[src/rtl/mc_ctrl_pkg.sv]
// Shared types and encodings for the multicycle RV32I control sequencer.
package mc_ctrl_pkg;

  typedef enum logic [3:0] {
    FETCH,
    DECODE,
    MEMADR,
    MEMREAD,
    MEMWB,
    MEMWRITE,
    EXECR,
    EXECI,
    ALUWB,
    JAL,
    BEQ,
    TRAP
  } state_t;

  typedef enum logic [2:0] {
    CLS_MEM,
    CLS_RTYPE,
    CLS_ITYPE,
    CLS_BRANCH,
    CLS_JUMP,
    CLS_ILLEGAL
  } op_class_t;

  localparam logic [6:0] OP_LOAD  = 7'b0000011;
  localparam logic [6:0] OP_STORE = 7'b0100011;
  localparam logic [6:0] OP_RTYPE = 7'b0110011;
  localparam logic [6:0] OP_ITYPE = 7'b0010011;
  localparam logic [6:0] OP_BEQ   = 7'b1100011;
  localparam logic [6:0] OP_JAL   = 7'b1101111;

  localparam logic [1:0] RES_ALUOUT    = 2'b00;
  localparam logic [1:0] RES_DATA      = 2'b01;
  localparam logic [1:0] RES_ALURESULT = 2'b10;

  localparam logic [1:0] SRCA_PC    = 2'b00;
  localparam logic [1:0] SRCA_OLDPC = 2'b01;
  localparam logic [1:0] SRCA_RS1   = 2'b10;

  localparam logic [1:0] SRCB_RS2  = 2'b00;
  localparam logic [1:0] SRCB_IMM  = 2'b01;
  localparam logic [1:0] SRCB_FOUR = 2'b10;

  localparam logic [1:0] ALU_ADD   = 2'b00;
  localparam logic [1:0] ALU_SUB   = 2'b01;
  localparam logic [1:0] ALU_FUNCT = 2'b10;

  localparam logic [1:0] CAUSE_NONE    = 2'b00;
  localparam logic [1:0] CAUSE_ILLEGAL = 2'b01;
  localparam logic [1:0] CAUSE_TIMEOUT = 2'b10;

  // States that hold a memory request open and are subject to the timeout.
  function automatic logic is_mem_state(input state_t s);
    return (s == FETCH) || (s == MEMREAD) || (s == MEMWRITE);
  endfunction

endpackage

[src/rtl/mc_opcode_class.sv]
// Combinational opcode classifier feeding the DECODE transition.
module mc_opcode_class
  import mc_ctrl_pkg::*;
(
  input  logic [6:0] op,
  output op_class_t  op_class,
  output logic       illegal
);

  always_comb begin
    op_class = CLS_ILLEGAL;
    case (op)
      OP_LOAD, OP_STORE: op_class = CLS_MEM;
      OP_RTYPE:          op_class = CLS_RTYPE;
      OP_ITYPE:          op_class = CLS_ITYPE;
      OP_BEQ:            op_class = CLS_BRANCH;
      OP_JAL:            op_class = CLS_JUMP;
      default:           op_class = CLS_ILLEGAL;
    endcase
    illegal = (op_class == CLS_ILLEGAL);
  end

endmodule

[src/rtl/mc_control_fsm.sv]
// Multicycle control sequencer: drives datapath selects/enables, the memory
// handshake, and a sticky trap on illegal opcode or memory timeout.
module mc_control_fsm
  import mc_ctrl_pkg::*;
#(
  parameter int unsigned MEM_TIMEOUT = 255
) (
  input  logic       clk,
  input  logic       rst,
  input  logic [6:0] op,
  input  logic       zero,
  input  logic       mem_ready,
  output logic       mem_req,
  output logic       mem_write,
  output logic       adr_src,
  output logic       ir_write,
  output logic       pc_write,
  output logic       reg_write,
  output logic [1:0] result_src,
  output logic [1:0] alu_src_a,
  output logic [1:0] alu_src_b,
  output logic [1:0] alu_op,
  output logic       instr_done,
  output logic       trap,
  output logic [1:0] trap_cause
);

  localparam int unsigned CW = (MEM_TIMEOUT == 0) ? 1 : $clog2(MEM_TIMEOUT + 1);

  state_t    state, next_state;
  logic [CW-1:0] tmo_cnt;
  logic [1:0]    cause_q, cause_d;
  op_class_t     op_class;
  logic          illegal;
  logic          waiting, tmo_hit;

  mc_opcode_class u_opcode_class (
    .op       (op),
    .op_class (op_class),
    .illegal  (illegal)
  );

  assign waiting    = is_mem_state(state) && !mem_ready;
  assign tmo_hit    = (MEM_TIMEOUT != 0) && waiting && (tmo_cnt == CW'(MEM_TIMEOUT));
  assign trap_cause = cause_q;

  always_ff @(posedge clk or posedge rst) begin
    if (rst) begin
      state   <= FETCH;
      tmo_cnt <= '0;
      cause_q <= CAUSE_NONE;
    end else begin
      state   <= next_state;
      cause_q <= cause_d;
      if ((next_state != state) && is_mem_state(next_state))
        tmo_cnt <= '0;
      else if (waiting && (tmo_cnt != '1))
        tmo_cnt <= tmo_cnt + CW'(1);
    end
  end

  always_comb begin
    next_state = state;
    cause_d    = cause_q;
    mem_req    = 1'b0;
    mem_write  = 1'b0;
    adr_src    = 1'b0;
    ir_write   = 1'b0;
    pc_write   = 1'b0;
    reg_write  = 1'b0;
    result_src = RES_ALUOUT;
    alu_src_a  = SRCA_PC;
    alu_src_b  = SRCB_RS2;
    alu_op     = ALU_ADD;
    instr_done = 1'b0;
    trap       = 1'b0;

    case (state)
      FETCH: begin
        mem_req = 1'b1;
        if (mem_ready) begin
          ir_write   = 1'b1;
          pc_write   = 1'b1;
          alu_src_a  = SRCA_PC;
          alu_src_b  = SRCB_FOUR;
          alu_op     = ALU_ADD;
          result_src = RES_ALURESULT;
          next_state = DECODE;
        end
      end
      DECODE: begin
        alu_src_a = SRCA_OLDPC;
        alu_src_b = SRCB_IMM;
        if (illegal) begin
          next_state = TRAP;
          cause_d    = CAUSE_ILLEGAL;
        end else begin
          case (op_class)
            CLS_MEM:    next_state = MEMADR;
            CLS_RTYPE:  next_state = EXECR;
            CLS_ITYPE:  next_state = EXECI;
            CLS_BRANCH: next_state = BEQ;
            CLS_JUMP:   next_state = JAL;
            default:    next_state = TRAP;
          endcase
        end
      end
      MEMADR: begin
        alu_src_a  = SRCA_RS1;
        alu_src_b  = SRCB_IMM;
        next_state = op[5] ? MEMWRITE : MEMREAD;
      end
      MEMREAD: begin
        mem_req = 1'b1;
        adr_src = 1'b1;
        if (mem_ready) next_state = MEMWB;
      end
      MEMWB: begin
        result_src = RES_DATA;
        reg_write  = 1'b1;
        instr_done = 1'b1;
        next_state = FETCH;
      end
      MEMWRITE: begin
        mem_req   = 1'b1;
        mem_write = 1'b1;
        adr_src   = 1'b1;
        if (mem_ready) begin
          instr_done = 1'b1;
          next_state = FETCH;
        end
      end
      EXECR: begin
        alu_src_a  = SRCA_RS1;
        alu_src_b  = SRCB_RS2;
        alu_op     = ALU_FUNCT;
        next_state = ALUWB;
      end
      EXECI: begin
        alu_src_a  = SRCA_RS1;
        alu_src_b  = SRCB_IMM;
        alu_op     = ALU_FUNCT;
        next_state = ALUWB;
      end
      ALUWB: begin
        reg_write  = 1'b1;
        instr_done = 1'b1;
        next_state = FETCH;
      end
      JAL: begin
        alu_src_a  = SRCA_OLDPC;
        alu_src_b  = SRCB_FOUR;
        pc_write   = 1'b1;
        next_state = ALUWB;
      end
      BEQ: begin
        alu_src_a  = SRCA_RS1;
        alu_src_b  = SRCB_RS2;
        alu_op     = ALU_SUB;
        pc_write   = zero;
        instr_done = 1'b1;
        next_state = FETCH;
      end
      TRAP: trap = 1'b1;
      default: next_state = FETCH;
    endcase

    // A ready in the final allowed cycle completes normally instead of trapping.
    if (tmo_hit) begin
      next_state = TRAP;
      cause_d    = CAUSE_TIMEOUT;
    end
  end

endmodule

[config.mk]
export PLATFORM = sky130hd
export DESIGN_NAME = mc_control_fsm
export DESIGN_NICKNAME = d
export VERILOG_FILES = /design/src/rtl/mc_ctrl_pkg.sv /design/src/rtl/mc_opcode_class.sv /design/src/rtl/mc_control_fsm.sv
export SDC_FILE = /design/constraint.sdc
export NUM_CORES = 1
export LEC_CHECK = 0
export CORE_MARGIN = 2
export CORE_UTILIZATION = 30
export DETAILED_ROUTE_END_ITERATION = 7
export MAX_ROUTING_LAYER = met4
export PLACE_DENSITY = 0.56
export SETUP_SLACK_MARGIN = 0.05
export SLEW_MARGIN = 5
export SYNTH_ARGS = -nofsm -noshare
export SYNTH_HDL_FRONTEND = slang
export SYNTH_HIERARCHICAL = 1
export SYNTH_SLANG_ARGS = --single-unit
[constraint.sdc]
create_clock -name clk -period 2.2 [get_ports clk]
set_clock_uncertainty 0.1 [all_clocks]
set_input_delay 0.22 -clock clk [delete_from_list [all_inputs] [get_ports clk]]
set_output_delay 0.22 -clock clk [all_outputs]
set_load 0.01 [all_outputs]
==> results of run 1 <==
-- worst register-to-register path, stage by stage, from the launching register on --
cell and delay, ns:
dfrtp_2 0.44, buf_4 0.15, or3_1 0.35, o22ai_2 0.22
nand2_1 0.15, o221ai_1 0.20, a21oi_4 0.06, buf_12 0.16
a22oi_2 0.14
-- through the flow --
step / hold WS (ns) / TNS, ns / power [µW] / setup WS (ns)
floorplan: 0.00922 / 0 / 1260 / 0.128
global placement: 0.366 / -4.31 / 1750 / -0.517
detailed placement: 0.390 / -4.90 / 1790 / -0.572
CTS: 0.243 / 0 / 2060 / 0.0460
global route: 0.267 / 0 / 2580 / 0.0159
finish: 0.218 / 0 / 2410 / 0.0598
-- layout make-up --
class                           count  area share
Clock buffer                        3      0.0209
Sequential cell                    14       0.180
Multi-Input combinational cell    124       0.470
Timing Repair Buffer               64       0.286
Tap cell                           50      0.0317
Inverter                            6      0.0114
-- repair_timing --
item                       4_1_cts  5_1_grt
setup buffers                    4        7
hold buffers                     0        0
resized for setup               28       30
pin swaps                       11       11
hold endpoints to repair         0        0
setup endpoints to repair       17       15
-- state kept, by name (all words and copies together), names as in the netlist --
register,cells
tmo_cnt,8
trap_cause,2
state,4
-- cell usage in the layout, fill, tap and decap left out, types with 6 or more instances in the layout --
| master | synthesis | routed |
|---|---|---|
| nor2_1 | 17 | 14 |
| buf_4 | 3 | 33 |
| dfrtp_1 | 14 | 10 |
| clkdlybuf4s50_1 | 0 | 16 |
| nand2b_1 | 7 | 6 |
| nand2_1 | 16 | 15 |
| a21oi_1 | 14 | 8 |
-- final timing paths --
path / from / slack [ns] / endpoint
min: rst / 0.22 / trap_cause[0]
max: op[1] / 0.06 / tmo_cnt[5]
max reg2reg: state[3] / 0.15 / tmo_cnt[5]
max in group asynchronous: rst / 1.40 / state[3]
min reg2reg: trap_cause[1] / 0.39 / trap_cause[1]
min in group clk: trap_cause[1] / 0.39 / trap_cause[1]
-- cell families (layout without fill, tap and decap cells) --
kind of cell / count (synthesis) / in the layout
DFF: 14 / 14
muxes: 4 / 4
and+or+nand+nor: 72 / 72
AOI/OAI and AO/OA: 38 / 38
xor gates and xnor gates: 9 / 9
adders and majority gates: 1 / 1
buffers and inverters: 13 / 73
-- synth_stat cells, drive strengths merged (2+ instances only) --
master and instances:
o22ai 2, xnor2 4, and3 2, nand4 3
buf 6, or3 2, nor2 17, dfrtp 14
nand3 7, nand2 16, nor3 5, and4 3
a21oi 15, inv 6, nor2b 3, xor2 5
nand2b 7, mux2i 4, o21ai 8, a22oi 2
-- metal layers --
metal / share of wire / GRT usage
met5: 0 / -
met4: 0.0057 / 0.0383
met3: 0.029 / 0.0150
met2: 0.55 / 0.283
met1: 0.42 / 0.186
-- report_power, final --
part           total [µW]  switching (µW)  leakage, µW  internal [µW]
logic                1790             854     0.000702            932
registers             420             106     0.000179            314
clock network         201            80.7    0.0000216            121
total                2410            1040     0.000903           1370
==> flow_summary.yaml, run 1 <==
final_layout:
  n_antenna_cell: 0
  stdcell_area_mm2: 0.00197
  stdcell_count: 261
  finalNetCount: 225
  area_growth_pct: 64.2
  multi_input_area_um2: 928
  fin_util: 0.504
  drive_above_1_share: 0.384
  fillers: 381
  seq_area_um2: 355
die:
  coreArea_mm2: 0.00391
  rows: 23
  die-area_mm2: 0.00453
  die_w_um: 67.3
  die_h_um: 67.3
  initial_core_util: 0.307
  num_io_pins: 29
timing:
  min_period_over_period: 0.973
  drv_slew: 0
  grt_setup_unrepaired: "true"
  fmaxAchievable_mhz: 467
  fin_crit_ns: 2.14
  slew_headroom: 0.649
  worst-slew-pin-transition_ns: 0.526
  setup_viol: 0
  finalHoldViolations: 0
clocking:
  cts_buffers: 3
  cts-root-buf: "clkbuf_8"
  clockBufferDepth: 2
  clock_latency_ns: 0.24
  h-tree-depth: 1
  cts_tree: "done"
  numClockSinks: 14
  cts.clk_slew.worst_paths_ns: 0.05
drt:
  antenna_left: 0
  vias: 1350
  firstDrtPassIters: 4
  drc_errors: 0
  drt_iter0_markers: 58
  via_per_inst: 5.17
  routedWlPerCell_um: 13.5
  wirelength_um: 3510
critical_path:
  crit_fanout: 8
  crit_type: "input port to flop"
  cp.buffers_inverters: 2
  critPathMaxStageDelay_ns: 0.49
  required_ns: 2.21
  cp-start-kind: "input port"
  crit_chain: "clkdlybuf4s50_1, nand3_2, a21oi_4, xor2_1, and4_4, o22ai_2, or2_4, a21oi_4, buf_12, a22oi_2"
  cp_num_cells: 10
  arrival_ns: 2.15
  crit_top_cell: "a21oi_4"
  critPathSlowestCell: "clkdlybuf4s50_1"
  end_kind: "flop"
  rr_worst_depth: 8
  cp_top_family: "buffers and inverters"
yosys:
  synth_area_per_cell_um2: 7.96
  yosysWarnings: 6
  synth.area.mux_share: 0.0437
  yosys.area_share.simple: 0.313
  synth_area_leaders: "dfrtp_1 (29%), a21oi_1 (5.8%), nor2_1 (5.3%)"
  synth_top_area_frac: 0.291
  synth_compound_area_frac: 0.216
  ys_ff_latch: 14
  synth-xor-area-share: 0.0718
  synth_top_family_by_area: "simple AND/OR/NAND/NOR gates"
  netlist_area_mm2: 0.00120
  synthesis.nets: 163
  ys.flop_type: "dfrtp_1"
  synth-seq-area-share: 0.291
  postSynthCellCount: 151
  yosys.area_share.adder: 0.0104
  synth_edf_count: 0
  synth_top_cell_by_area: "dfrtp_1"
  synth.distinct_cells: 47
  async_reset_ff_frac: 1.00
global_route:
  grt_overflow_total: 0
  grt_usage: 0.156
  grt_max_degree: 15
  antenna_found_initial: 0
  grt_pass1_wl_um: 5440
  grt_pass1_vias: 1273
placed_design:
  io_buffers: 28
  dp_hpwl_um: 2440
  gp_congestion: 0.834
  post-place-cells: 247
  dpl-instance-area_mm2: 0.00169
status:
  status: "complete, no violations"
worst_hold_path:
  hold_class: "input port to async pin"
power_and_ir_drop:
  p_leak_uw: 0.000903
  power.density_mw_per_mm2: 1220
  peakVddDrop_mv: 0.579
flow_run:
  cap_violations: 0
(Power assumes the default switching activity.)
==> inputs of run 2 (changes only) <==
- PLACE_DENSITY: 0.56 -> 0.54
- REMOVE_ABC_BUFFERS: not set -> 1
==> flow_summary.yaml, run 2 (same netlist as run 1, synthesis figures left out) <==
power_and_ir_drop:
  p_leak_uw: 0.000969
  finalPower_uw: 2370
  peakVddDrop_mv: 0.648
  power.density_mw_per_mm2: 1220
timing:
  min_period_over_period: 0.953
  drv_slew: 0
  worst-slew-pin-transition_ns: 0.550
  slew_headroom: 0.633
  fmaxAchievable_mhz: 477
  setup_viol: 0
  hold-worst-slack_ns: 0.220
  finalHoldViolations: 0
  grt_setup_unrepaired: "true"
  fin_crit_ns: 2.10
clocking:
  cts_buffers: 3
  numClockSinks: 14
  clockBufferDepth: 2
  h-tree-depth: 1
  cts-root-buf: "clkbuf_8"
  cts_tree: "done"
  clock_latency_ns: 0.24
  cts.clk_slew.worst_paths_ns: 0.06
global_route:
  grt_pass1_vias: 1288
  antenna_found_initial: 0
  grt_max_degree: 15
  grt_pass1_wl_um: 5840
  grt_usage: 0.173
  grt_overflow_total: 0
final_layout:
  area_growth_pct: 61.4
  drive_above_1_share: 0.362
  finalNetCount: 226
  largest_register: "tmo_cnt"
  layout_common_cells: "buf_4 (36), nand2_1 (16), nor2_1 (15), clkdlybuf4s50_1 (12)"
  layout_commonest_cell: "buf_4"
  stdcell_area_mm2: 0.00194
  n_antenna_cell: 0
  largest_register_ffs: 8
drt:
  wirelength_um: 3560
  firstDrtPassIters: 4
  via_per_inst: 5.16
  drc_errors: 0
  vias: 1356
  routedWlPerCell_um: 13.5
  drt_iter0_markers: 62
  antenna_left: 0
placed_design:
  gp_congestion: 0.815
  dpl-instance-area_mm2: 0.00169
  dp_hpwl_um: 2540
  io_buffers: 28
critical_path:
  critPathMaxStageDelay_ns: 0.42
  crit_chain: "clkbuf_2, a2111o_1, o21ai_2, nand3_2, xor2_1, and4_4, o22ai_2, or2_1, a21oi_4, buf_12, a22oi_2"
  end_kind: "flop"
  arrival_ns: 2.12
  crit_type: "input port to flop"
  cp-start-kind: "input port"
  required_ns: 2.22
  critPathSlowestCell: "a2111o_1"
  crit_fanout: 8
worst_hold_path:
  hold_class: "input port to async pin"
die:
  die_h_um: 67.3
  initial_core_util: 0.307
  die_w_um: 67.3
  coreArea_mm2: 0.00391
  die-area_mm2: 0.00453
  rows: 23
  num_io_pins: 29
status:
  status: "complete, no violations"
flow_run:
  cap_violations: 0
==> run 2: cell type report <==
type / count / area (µm²)
inverters: 6 / 22.5
well taps: 50 / 62.6
fillers: 393 / 1970
repair buffers: 65 / 569
clock buffers: 4 / 55.1
flip-flops and latches: 14 / 355
multi-input cells: 124 / 876
==> run 2: critical path, delay by kind of cell <==
| family | cells | cell delay (ns) |
|---|---|---|
| xor gates and xnor gates | 1 | 0.21 |
| and+or+nand+nor | 3 | 0.65 |
| AOI/OAI and AO/OA | 5 | 0.82 |
| buffers and inverters | 2 | 0.23 |
==> run 2: routing by layer <==
metal	global-route usage	part of all wire	up-vias
met5	-	0	-
met4	0.0510	0.0095	0
met3	0.0167	0.045	6
met2	0.309	0.53	38
met1	0.205	0.42	649
li1	-	-	663
==> run 2: power by group <==
part / switching (µW) / internal [µW]
sequential: 102 / 314
clock: 90.0 / 158
combinational: 818 / 890
total: 1010 / 1360
==> run 2: timing repair <==
action | CTS | global route
setup endpoints to repair | 19 | 18
pin swaps | 14 | 9
setup buffers | 8 | 4
hold buffers | 0 | 0
cloned | 0 | 0
resized for setup | 29 | 23
==> run 2: metrics by stage <==
step	setup TNS, ns	setup WS [ns]	util	std cells
6_report	0	0.103	0.496	263
3_5_place_dp	-4.83	-0.596	0.432	247
3_3_place_gp	-4.11	-0.492	0.432	247
4_1_cts	0	0.0254	0.480	259
5_1_grt	-0.0230	-0.0118	0.496	263
2_1_floorplan	0	0.128	-	144
==> run 2: path summary, 6_finish.rpt <==
check | start | end | slack [ns] | cells after the start
max | op[5] | tmo_cnt[5] | 0.10 | 11
min | rst | tmo_cnt[4] | 0.22 | 2
max reg2reg | state[1] | tmo_cnt[6] | 0.14 | 9
min reg2reg | trap_cause[1] | trap_cause[1] | 0.38 | 2
max in group asynchronous | rst | state[2] | 1.38 | 2
min in group clk | trap_cause[1] | trap_cause[1] | 0.38 | 2
